===== config.mk =====
export PLATFORM = sky130hd
export DESIGN_NAME = xor_share_arbiter
export DESIGN_NICKNAME = d
export VERILOG_FILES = /design/src/rtl/xor_share_arbiter.sv
export SDC_FILE = /design/constraint.sdc
export NUM_CORES = 1
export LEC_CHECK = 0
export ABC_AREA = 1
export CORE_AREA = 2 2 90 92
export CTS_BUF_LIST = sky130_fd_sc_hd__clkbuf_8 sky130_fd_sc_hd__clkbuf_16
export DETAILED_ROUTE_END_ITERATION = 10
export DIE_AREA = 0 0 92 94
export PLACE_DENSITY = 0.9
export RECOVER_POWER = 50
export SETUP_SLACK_MARGIN = 0.3
export SLEW_MARGIN = 25
export SYNTH_ARGS = -nofsm -noshare
export SYNTH_HDL_FRONTEND = slang
export SYNTH_SLANG_ARGS = --single-unit
export TNS_END_PERCENT = 10

===== constraint.sdc =====
create_clock -name clk -period 1.9 [get_ports clk]
set_input_delay 0.38 -clock clk [delete_from_list [all_inputs] [get_ports clk]]
set_output_delay 0.38 -clock clk [all_outputs]
set_load 0.02 [all_outputs]

===== src/rtl/xor_share_arbiter.sv =====
// xor_share_arbiter: round-robin, packet-locked sharing of one 32-bit XOR datapath between two requesters
module xor_32b (
   input  logic [31:0] a,
   input  logic [31:0] b,
   output logic [31:0] y
);
   assign y = a ^ b;
endmodule

module xor_share_arbiter #(
   parameter int WIDTH     = 32,
   parameter int MAX_BEATS = 16
) (
   input  logic             clk,
   input  logic             reset,
   input  logic             req0_valid,
   input  logic [WIDTH-1:0] req0_a,
   input  logic [WIDTH-1:0] req0_b,
   input  logic             req0_last,
   output logic             req0_ready,
   input  logic             req1_valid,
   input  logic [WIDTH-1:0] req1_a,
   input  logic [WIDTH-1:0] req1_b,
   input  logic             req1_last,
   output logic             req1_ready,
   output logic             out_valid,
   output logic [WIDTH-1:0] out_data,
   output logic             out_id,
   output logic             out_last,
   input  logic             out_ready,
   output logic             busy,
   output logic             burst_err
);
   typedef enum logic [1:0] {IDLE, LOCK0, LOCK1} state_t;
   localparam logic [7:0] MB = 8'(MAX_BEATS);
   state_t state, state_next;
   logic [7:0] beat_cnt;
   logic rr_last, can_take, gnt_vld, gnt_id, sel_valid, sel_last, acc, fin;
   logic [WIDTH-1:0] sel_a, sel_b, xor_y;
   assign can_take = !out_valid || out_ready;
   assign gnt_vld = state != IDLE || req0_valid || req1_valid;
   // under contention in IDLE the requester that did not finish last wins
   assign gnt_id = state == LOCK1 || (state == IDLE && (req0_valid && req1_valid ? !rr_last : req1_valid));
   assign req0_ready = gnt_vld && !gnt_id && can_take;
   assign req1_ready = gnt_vld && gnt_id && can_take;
   assign sel_valid = gnt_id ? req1_valid : req0_valid;
   assign sel_last = gnt_id ? req1_last : req0_last;
   assign sel_a = gnt_id ? req1_a : req0_a;
   assign sel_b = gnt_id ? req1_b : req0_b;
   assign acc = gnt_vld && can_take && sel_valid;
   assign fin = sel_last || beat_cnt + 8'd1 == MB;
   assign busy = state != IDLE;
   xor_32b u_xor (.a(sel_a), .b(sel_b), .y(xor_y));
   always_comb begin
      state_next = state;
      if (acc) state_next = fin ? IDLE : gnt_id ? LOCK1 : LOCK0;
   end
   always_ff @(posedge clk) begin
      if (reset) state <= IDLE;
      else state <= state_next;
   end
   always_ff @(posedge clk) begin
      if (reset) begin
         out_valid <= 1'b0;
         out_data <= '0;
         out_id <= 1'b0;
         out_last <= 1'b0;
         burst_err <= 1'b0;
         beat_cnt <= 8'd0;
         rr_last <= 1'b1;
      end else if (acc) begin
         out_valid <= 1'b1;
         out_data <= xor_y;
         out_id <= gnt_id;
         out_last <= fin;
         beat_cnt <= fin ? 8'd0 : beat_cnt + 8'd1;
         if (fin) rr_last <= gnt_id;
         if (fin && !sel_last) burst_err <= 1'b1;
      end else if (out_ready) begin
         out_valid <= 1'b0;
      end
   end
endmodule


Yosys cells after proc, flatten, opt, wreduce, memory -nomap -nowiden
Index checks and enable logic that the tools add are counted.

Register bits after elaboration: 47. Latch bits: 0. Bits in writable memories: 0. ROM bits: 0. Input bits: 135. Logic and storage cells: 45. Memories kept: 0.

$add $sub $neg: 1. Multipliers: 0. Div/mod/pow operators: 0. $lt $le $gt $ge: 0. Eq/ne operators: 2. Shift-type cells: 0. Multiplexer cells: 10. Bitwise operators: 1. Reductions and logical operators: 23.

Operators by type and width (number): 32-bit 2-to-1 mux (2); 32-bit bitwise XOR (1); 1-bit logical AND (9); 8-bit by 1-bit adder with 8-bit output (second input constant) (1); 8-bit by 5-bit == test with 1-bit output (second input constant) (1); 8-bit 2-to-1 mux (1); 1-bit logical OR (5); 1-bit 2-to-1 mux (5); 1-bit logical NOT (4); 2-bit 2-to-1 mux (2); 2-bit AND reduction (2); 2-bit nonzero test (2); 2-bit == test (second input constant) (1); 2-bit logical NOT (1).

Logic depth before layout (Yosys ltp)
Gate-level depths: netlist of the first run.

Word-level depth: 8. Depth in mapped cells: 12.

Cells and area by module
A second synthesis of the first run with hierarchy kept.

Cell total of the unflattened synthesis: 632. Area, all modules: 3403.3 um^2.

Modules (own cells, without submodules): xor_share_arbiter (instances 1, cells an instance 472, area an instance 2802.7 um^2, sequential area each 940.9 um^2); xor_32b (instances 1, cells an instance 160, area an instance 600.6 um^2, sequential area each 0.0 um^2).

Least setup slack after synthesis of the first run
Ideal clock, no wire load.

Path kind: input -> register. Start: in req0_valid. End: reg beat_cnt[2]. Library setup time: 0.117 ns. Arrival: 1.401 ns. Data required time: 1.783 ns. Slack: 0.382 ns. Stages on the path: 11. Cells stage by stage: nand2_1 -> nand2_1 -> nand2_2 -> nand2_4 -> nor2_2 -> nand2_2 -> nand2_4 -> buf_6 -> nand3_1 -> nand3_1 -> a21oi_1.

Word-level cells in the longest chain between the ends: 7.

Ends and longest elaborated chain: start: declaration (line 16) `input logic req0_valid,`; 1-bit logical AND (line 43) `assign gnt_id = state == LOCK1 || (state == IDLE && (req0_valid && req1_valid ? !rr_last : req1_valid));`; 1-bit 2-to-1 mux (line 43); 1-bit logical AND (line 43); 1-bit logical OR (line 43); 1-bit 2-to-1 mux (line 47) `assign sel_last = gnt_id ? req1_last : req0_last;`; 1-bit logical OR (line 51) `assign fin = sel_last || beat_cnt + 8'd1 == MB;`; 8-bit 2-to-1 mux (line 76) `beat_cnt <= fin ? 8'd0 : beat_cnt + 8'd1;`; end signal: assignment (line 76); end: declaration (line 37) `logic [7:0] beat_cnt;`.

Several ways; a longest one is shown, not always the timed one. A chain may end at the register's enable or synchronous reset.

Final worst setup path of the first run
Start: reg rr_last. End: out req0_ready.

Word-level cells in the longest chain between the ends: 7.

Ends and longest elaborated chain: start: declaration (line 38) `logic rr_last, can_take, gnt_vld, gnt_id, sel_valid, sel_last, acc, fin;`; start signal: assignment (line 77) `if (fin) rr_last <= gnt_id;`; 1-bit logical NOT (line 43); 1-bit 2-to-1 mux (line 43); 1-bit logical AND (line 43); 1-bit logical OR (line 43); 1-bit logical NOT (line 44) `assign req0_ready = gnt_vld && !gnt_id && can_take;`; 1-bit logical AND (2 in series) (line 44); end: declaration (line 20) `output logic req0_ready,`.

Every way passes these cells.

==> results of run 1 <==
==> where the power goes <==
group / leakage [nW] / switching [mW] / internal, mW
Sequential: 0.389 / 0.0701 / 1.11
Clock: 0.0502 / 0.342 / 0.385
Combinational: 1.49 / 0.672 / 0.763
Total: 1.93 / 1.08 / 2.26
==> metal layers <==
metal | vias to the layer above | track usage
met2 | 120 | 0.380
met5 | - | 0
met1 | 1454 | 0.198
met4 | 0 | 0.0473
li1 | 1585 | -
met3 | 13 | 0.0594
==> metrics by stage <==
step / cells / utilization / instance area (sq um)
floorplan: 369 / - / 2790
global placement: 640 / 0.612 / 4660
detailed placement: 640 / 0.612 / 4660
CTS: 647 / 0.631 / 4800
global route: 654 / 0.653 / 4970
finish: 654 / 0.653 / 4970
==> cells by family (layout without fill, tap and decap cells) <==
group | count (synthesis) | in the layout
XOR/XNOR | 65 | 65
AND/OR/NAND/NOR | 105 | 105
AO/OA/AOI/OAI | 114 | 114
adder cells (fa/ha/maj) | 1 | 1
flip-flops | 47 | 47
buffers and inverters | 37 | 220
==> critical path: stages (launching register included) <==
cell and delay (ns):
dfxtp_2 0.36, nand2_2 0.05, nand2_2 0.05, nand2_1 0.13, nand2_8 0.15, inv_2 0.05, nor2_2 0.07, buf_4 0.15
==> how the worst max path moves through the flow <==
stage                               to  slack (ns)  cells after the start          from
after floorplan            beat_cnt[2]        0.38                     11    req0_valid
after global placement      req0_ready       -0.40                      8    req0_valid
after detailed placement       rr_last       -0.46                     13    req0_valid
after CTS                 out_data[17]        0.20                      1  out_data[17]
after global routing       beat_cnt[2]        0.09                     11       rr_last
final                       req0_ready        0.21                      7       rr_last
==> sequential cells by signal (all words and copies together) (netlist names) <==
name and cells:
beat_cnt 8, burst_err 1, out_data 32, out_id 1
out_last 1, out_valid 1, rr_last 1, state 2
==> cells in the final DEF, fill, tap and decap left out, drive strengths merged, types with 10 or more instances in the layout <==
| cell type | instances |
|---|---|
| a21oi | 46 |
| buf | 21 |
| clkbuf | 10 |
| clkdlybuf4s50 | 165 |
| dfxtp | 47 |
| inv | 18 |
| nand2 | 73 |
| nand3 | 16 |
| nor2 | 11 |
| o21ai | 67 |
| xnor2 | 32 |
| xor2 | 33 |
==> repair_timing <==
action / CTS / global route
setup buffers: 0 / 4
resized for setup: 25 / 23
pin swaps: 2 / 9
endpoints found under the setup margin: 85 / 84
cloned: 0 / 3
==> layout make-up <==
class	count	share of cell area
timing repair buffer	195	0.401
inverter	18	0.0136
multi-input combinational	285	0.348
tap	102	0.0257
sequential	47	0.191
clock buffer	5	0.0139
clock inverter	2	0.00755
==> flow_summary.yaml, run 1 <==
timing:
  maxSlewHeadroom: 0.768
  drv_slew: 0
  rsz0062_at_grt: "true"
  final_hold_viol_count: 0
  timing.hold.ws_ns: 0.473
  min_period_over_period: 0.890
  worst_slew_pin_slew_ns: 0.349
  fin_tns_setup_ns: 0
  setup_viol: 0
  fmax_ghz: 0.591
  clock-skew-final_ns: 0.0120
  fin_crit_ns: 1.69
  finalWorstSetupSlack_ns: 0.209
synthesis:
  synth_top_area_cell: "dfxtp_1"
  yosys.area_share.simple: 0.175
  ys_types: 24
  synth_top_family_by_area: "compound AO/OA/AOI/OAI gates"
  synth-seq-cells: 47
  synth_edf_count: 0
  synth_adder_area_share: 0.00449
  synthMuxAreaShare: 0
  synth_top_flop_cell: "dfxtp_1"
  seq_area_frac_synth: 0.338
  synthCells: 369
  syn_avg_cell_area_sq_um: 7.55
  synthTopCellsByArea: "dfxtp_1, xor2_1, o21ai_0"
  ys_warn_count: 0
  ys_top_cells_by_count: "nand2_1, o21ai_0, dfxtp_1"
  synth.top_cell.area_share: 0.338
  synth_compound_area_frac: 0.210
  synth_area_sq_um: 2790
  synth-xor-area-share: 0.204
  async_reset_ff_frac: 0
  synth_nets: 505
  yosysMostFrequentCell: "nand2_1"
worst_setup_path:
  r2r_end: "beat_cnt[2]"
  reg2reg_depth: 11
  arrival_ns: 1.31
  timing.reg2reg.setup_slack_ns: 0.24
  crit_required_ns: 1.52
  cp_max_fo: 6
  worstSetupEndpointType: "primary output"
  r2r-start: "rr_last"
  critPathKind: "reg2out"
  cp-start-kind: "flop"
status:
  status: "finished, final reports clean"
floorplan:
  die_area_sq_um: 8650
  coreArea_sq_um: 7610
  fp-row-count: 32
  die_w_um: 92
  io_pins: 174
  die_height_um: 94
  initial_utilization: 0.366
detailed_routing:
  viasPerCell: 4.85
  drtIter0Drc: 121
  first_pass_iters: 4
  dr_wl_met3_um: 732
  antenna_left: 0
  vias: 3172
  wl_met2_mm: 5.01
  wl_per_cell_um: 14.0
  drc: 0
  drt-total-wl_mm: 9.13
  met1_length_mm: 3.27
  top_layer_used: "met4"
min_path:
  hold_class: "reg2reg"
  hold_depth: 2
  hp-start: "out_id"
  hold_path_end: "out_id"
finish:
  areaGrowthSynthToFinish_pct: 78.4
  seq_area_sq_um: 948
  diodes: 0
  nNetsFinal: 688
  multi_input_area_sq_um: 1730
  layout-drive-gt1-share: 0.118
  fill_cells: 617
clock_tree:
  hold_buffers: 0
  cts.clk_slew.worst_paths_ns: 0.10
  clkLatencyLatePin_ns: 0.30
  htreeDepth: 2
  cts.sinks: 47
  cts-root-buf: "clkbuf_8"
  tritoncts: "yes"
  numCtsBuffers: 5
  clk_path_buf_depth: 2
place:
  gp_congestion: 0.813
  dp_slack_ns: -0.455
  dp.final_hpwl_mm: 6.76
  portBuffers: 173
global_route:
  grt_pass1_vias: 2994
  grt_overflow: 0
  grt_pass1_wl_mm: 13.5
  antenna_found_initial: 0
  grt_usage: 0.193
  grt_max_degree: 66
job:
  drv_cap: 0
power:
  finalPower_mw: 3.34
  vdd_drop_max_mv: 0.335
  powerDensity_nw_per_um2: 672
  p_leak_nw: 1.93
No activity file was read; power rests on OpenSTA's default activity.
==> run 2, diff against run 1 <==
- CORE_AREA: 2 2 90 92 -> 3 3 91 93
- DIE_AREA: 0 0 92 94 -> 0 0 94 96
==> run 2 against run 1 <==
Net effect:
- critical endpoint is now beat_cnt[3]
- fmax up 1.6%
- final cell count grew 0.46%
- wire length decreased by 0.77%
- highest routed layer unchanged
- critical path depth increased by 4
==> flow_summary.yaml, run 2 (synthesized netlist as in run 1, its figures left out) <==
worst_setup_path:
  crit_required_ns: 2.12
  cpLargestDelayFamily: "simple AND/OR/NAND/NOR gates"
  path_buf_inv: 1
  cp_slowest_cell: "dfxtp_1"
  path_common_cell: "nand2_1"
  arrival_ns: 1.89
  cp_max_fo: 8
  crit_chain: "nand2_1 -> nand2_1 -> nand2_1 -> nand2_4 -> clkbuf_4 -> nand2_1 -> nand2_1 -> nand2_1 -> nor2_4 -> nand3_1 -> a21oi_1"
  critPathKind: "reg2reg"
  slowest_delay_ns: 0.35
  cp-start-kind: "flop"
  worstSetupEndpointType: "flop"
floorplan:
  die_area_sq_um: 9020
  coreArea_sq_um: 7610
  die_w_um: 94
  fp-row-count: 32
  initial_utilization: 0.366
  io_pins: 174
  die_height_um: 96
detailed_routing:
  viasPerCell: 4.85
  drc: 0
  vias: 3189
  drt-total-wl_mm: 9.06
  drtIter0Drc: 77
  wl_per_cell_um: 13.8
  dr_wl_met3_um: 621
  top_layer_used: "met4"
  wl_met2_mm: 4.86
  antenna_left: 0
  first_pass_iters: 6
  met1_length_mm: 3.31
finish:
  final_cell_mix: "clkdlybuf4s50_1, nand2_1, o21ai_0"
  layout-drive-gt1-share: 0.106
  diodes: 0
  top_regs: "out_data (32), beat_cnt (8), state (2)"
  final_area_sq_um: 4860
  instances_no_fill: 657
  areaGrowthSynthToFinish_pct: 74.4
  largest_reg_flops: 32
  regMostFlops: "out_data"
  final_common_cell: "clkdlybuf4s50_1"
  nNetsFinal: 690
  fill_cells: 610
place:
  dp_cells: 643
  portBuffers: 173
  gp_congestion: 0.807
  dp.final_hpwl_mm: 7.16
  post_dp_cell_area_sq_um: 4680
timing:
  setup_viol: 0
  maxSlewHeadroom: 0.802
  fin_crit_ns: 1.67
  clock-skew-final_ns: 0.00651
  drv_slew: 0
  final_hold_viol_count: 0
  worst_slew_pin_slew_ns: 0.299
  fmax_ghz: 0.601
  fin_tns_setup_ns: 0
  rsz0062_at_grt: "true"
  min_period_over_period: 0.876
  timing.hold.ws_ns: 0.466
power:
  powerDensity_nw_per_um2: 636
  p_int_mw: 2.06
  p_leak_nw: 1.91
  comb_power_share: 0.435
  vdd_drop_max_mv: 0.302
  seq_power_share: 0.380
  finalPower_mw: 3.09
  switching_share: 0.335
  clockPowerShare: 0.185
  switching_power_mw: 1.03
global_route:
  antenna_found_initial: 0
  grt_usage: 0.187
  grt_pass1_wl_mm: 13.5
  grt_pass1_vias: 3071
  grt_max_degree: 66
  grt_overflow: 0
clock_tree:
  hold_buffers: 0
  numCtsBuffers: 5
  tritoncts: "yes"
  cts-root-buf: "clkbuf_8"
  clkLatencyLatePin_ns: 0.29
  cts.sinks: 47
  cts.clk_slew.worst_paths_ns: 0.09
  htreeDepth: 2
  clk_path_buf_depth: 2
status:
  status: "finished, final reports clean"
min_path:
  hold_class: "reg2reg"
job:
  drv_cap: 0
-- run 2: power by group through the flow --
stage | registers [mW] | logic [mW] | clock network [mW]
floorplan | 1.32 | 0.511 | 0
global placement | 1.19 | 1.29 | 0
detailed placement | 1.20 | 1.33 | 0
CTS | 1.18 | 1.34 | 0.586
global route | 1.19 | 1.46 | 0.621
finish | 1.18 | 1.34 | 0.570
-- run 2: final timing paths --
check                              from          end  slack, ns  depth (start not counted)
worst max-delay path            rr_last  beat_cnt[3]       0.23                         11
worst max register to register  rr_last  beat_cnt[3]       0.23                         11
worst min-delay path             out_id       out_id       0.47                          2
worst min register to register   out_id       out_id       0.47                          2
-- run 2: worst reg2reg max path, stage by stage, from the launching register on --
cell and delay (ns):
dfxtp_1 0.35, nand2_1 0.05, nand2_1 0.05, nand2_1 0.10, nand2_4 0.14, clkbuf_4 0.15, nand2_1 0.05, nand2_1 0.05
nand2_1 0.10, nor2_4 0.26, nand3_1 0.13, a21oi_1 0.16
-- run 2: what timing repair did --
item / in CTS / in global routing
cloned: 0 / 1
endpoints found under the setup margin: 85 / 75
resized for setup: 25 / 22
pin swaps: 1 / 11
hold endpoints to repair: 0 / 0
setup buffers: 0 / 5
-- run 2: cell type report --
class | count | area [sq um] | share of cell area
Sequential cell | 47 | 955 | 0.196
Clock buffer | 5 | 68.8 | 0.0142
Clock inverter | 3 | 12.5 | 0.00258
Timing Repair Buffer | 197 | 1930 | 0.397
Multi-Input combinational cell | 285 | 1700 | 0.349
Inverter | 18 | 67.6 | 0.0139
Tap cell | 102 | 128 | 0.0263
-- run 2: layer usage --
layer | vias to the layer above | track usage
met5 | - | 0
li1 | 1589 | -
met3 | 34 | 0.0539
met2 | 142 | 0.354
met4 | 0 | 0.0686
met1 | 1424 | 0.196
-- run 2: through the flow --
step | util | setup slack (ns)
3_5_place_dp | 0.615 | -0.504
4_1_cts | 0.629 | 0.222
5_1_grt | 0.639 | 0.123
6_report | 0.639 | 0.235
3_3_place_gp | 0.615 | -0.405
2_1_floorplan | - | 0.382
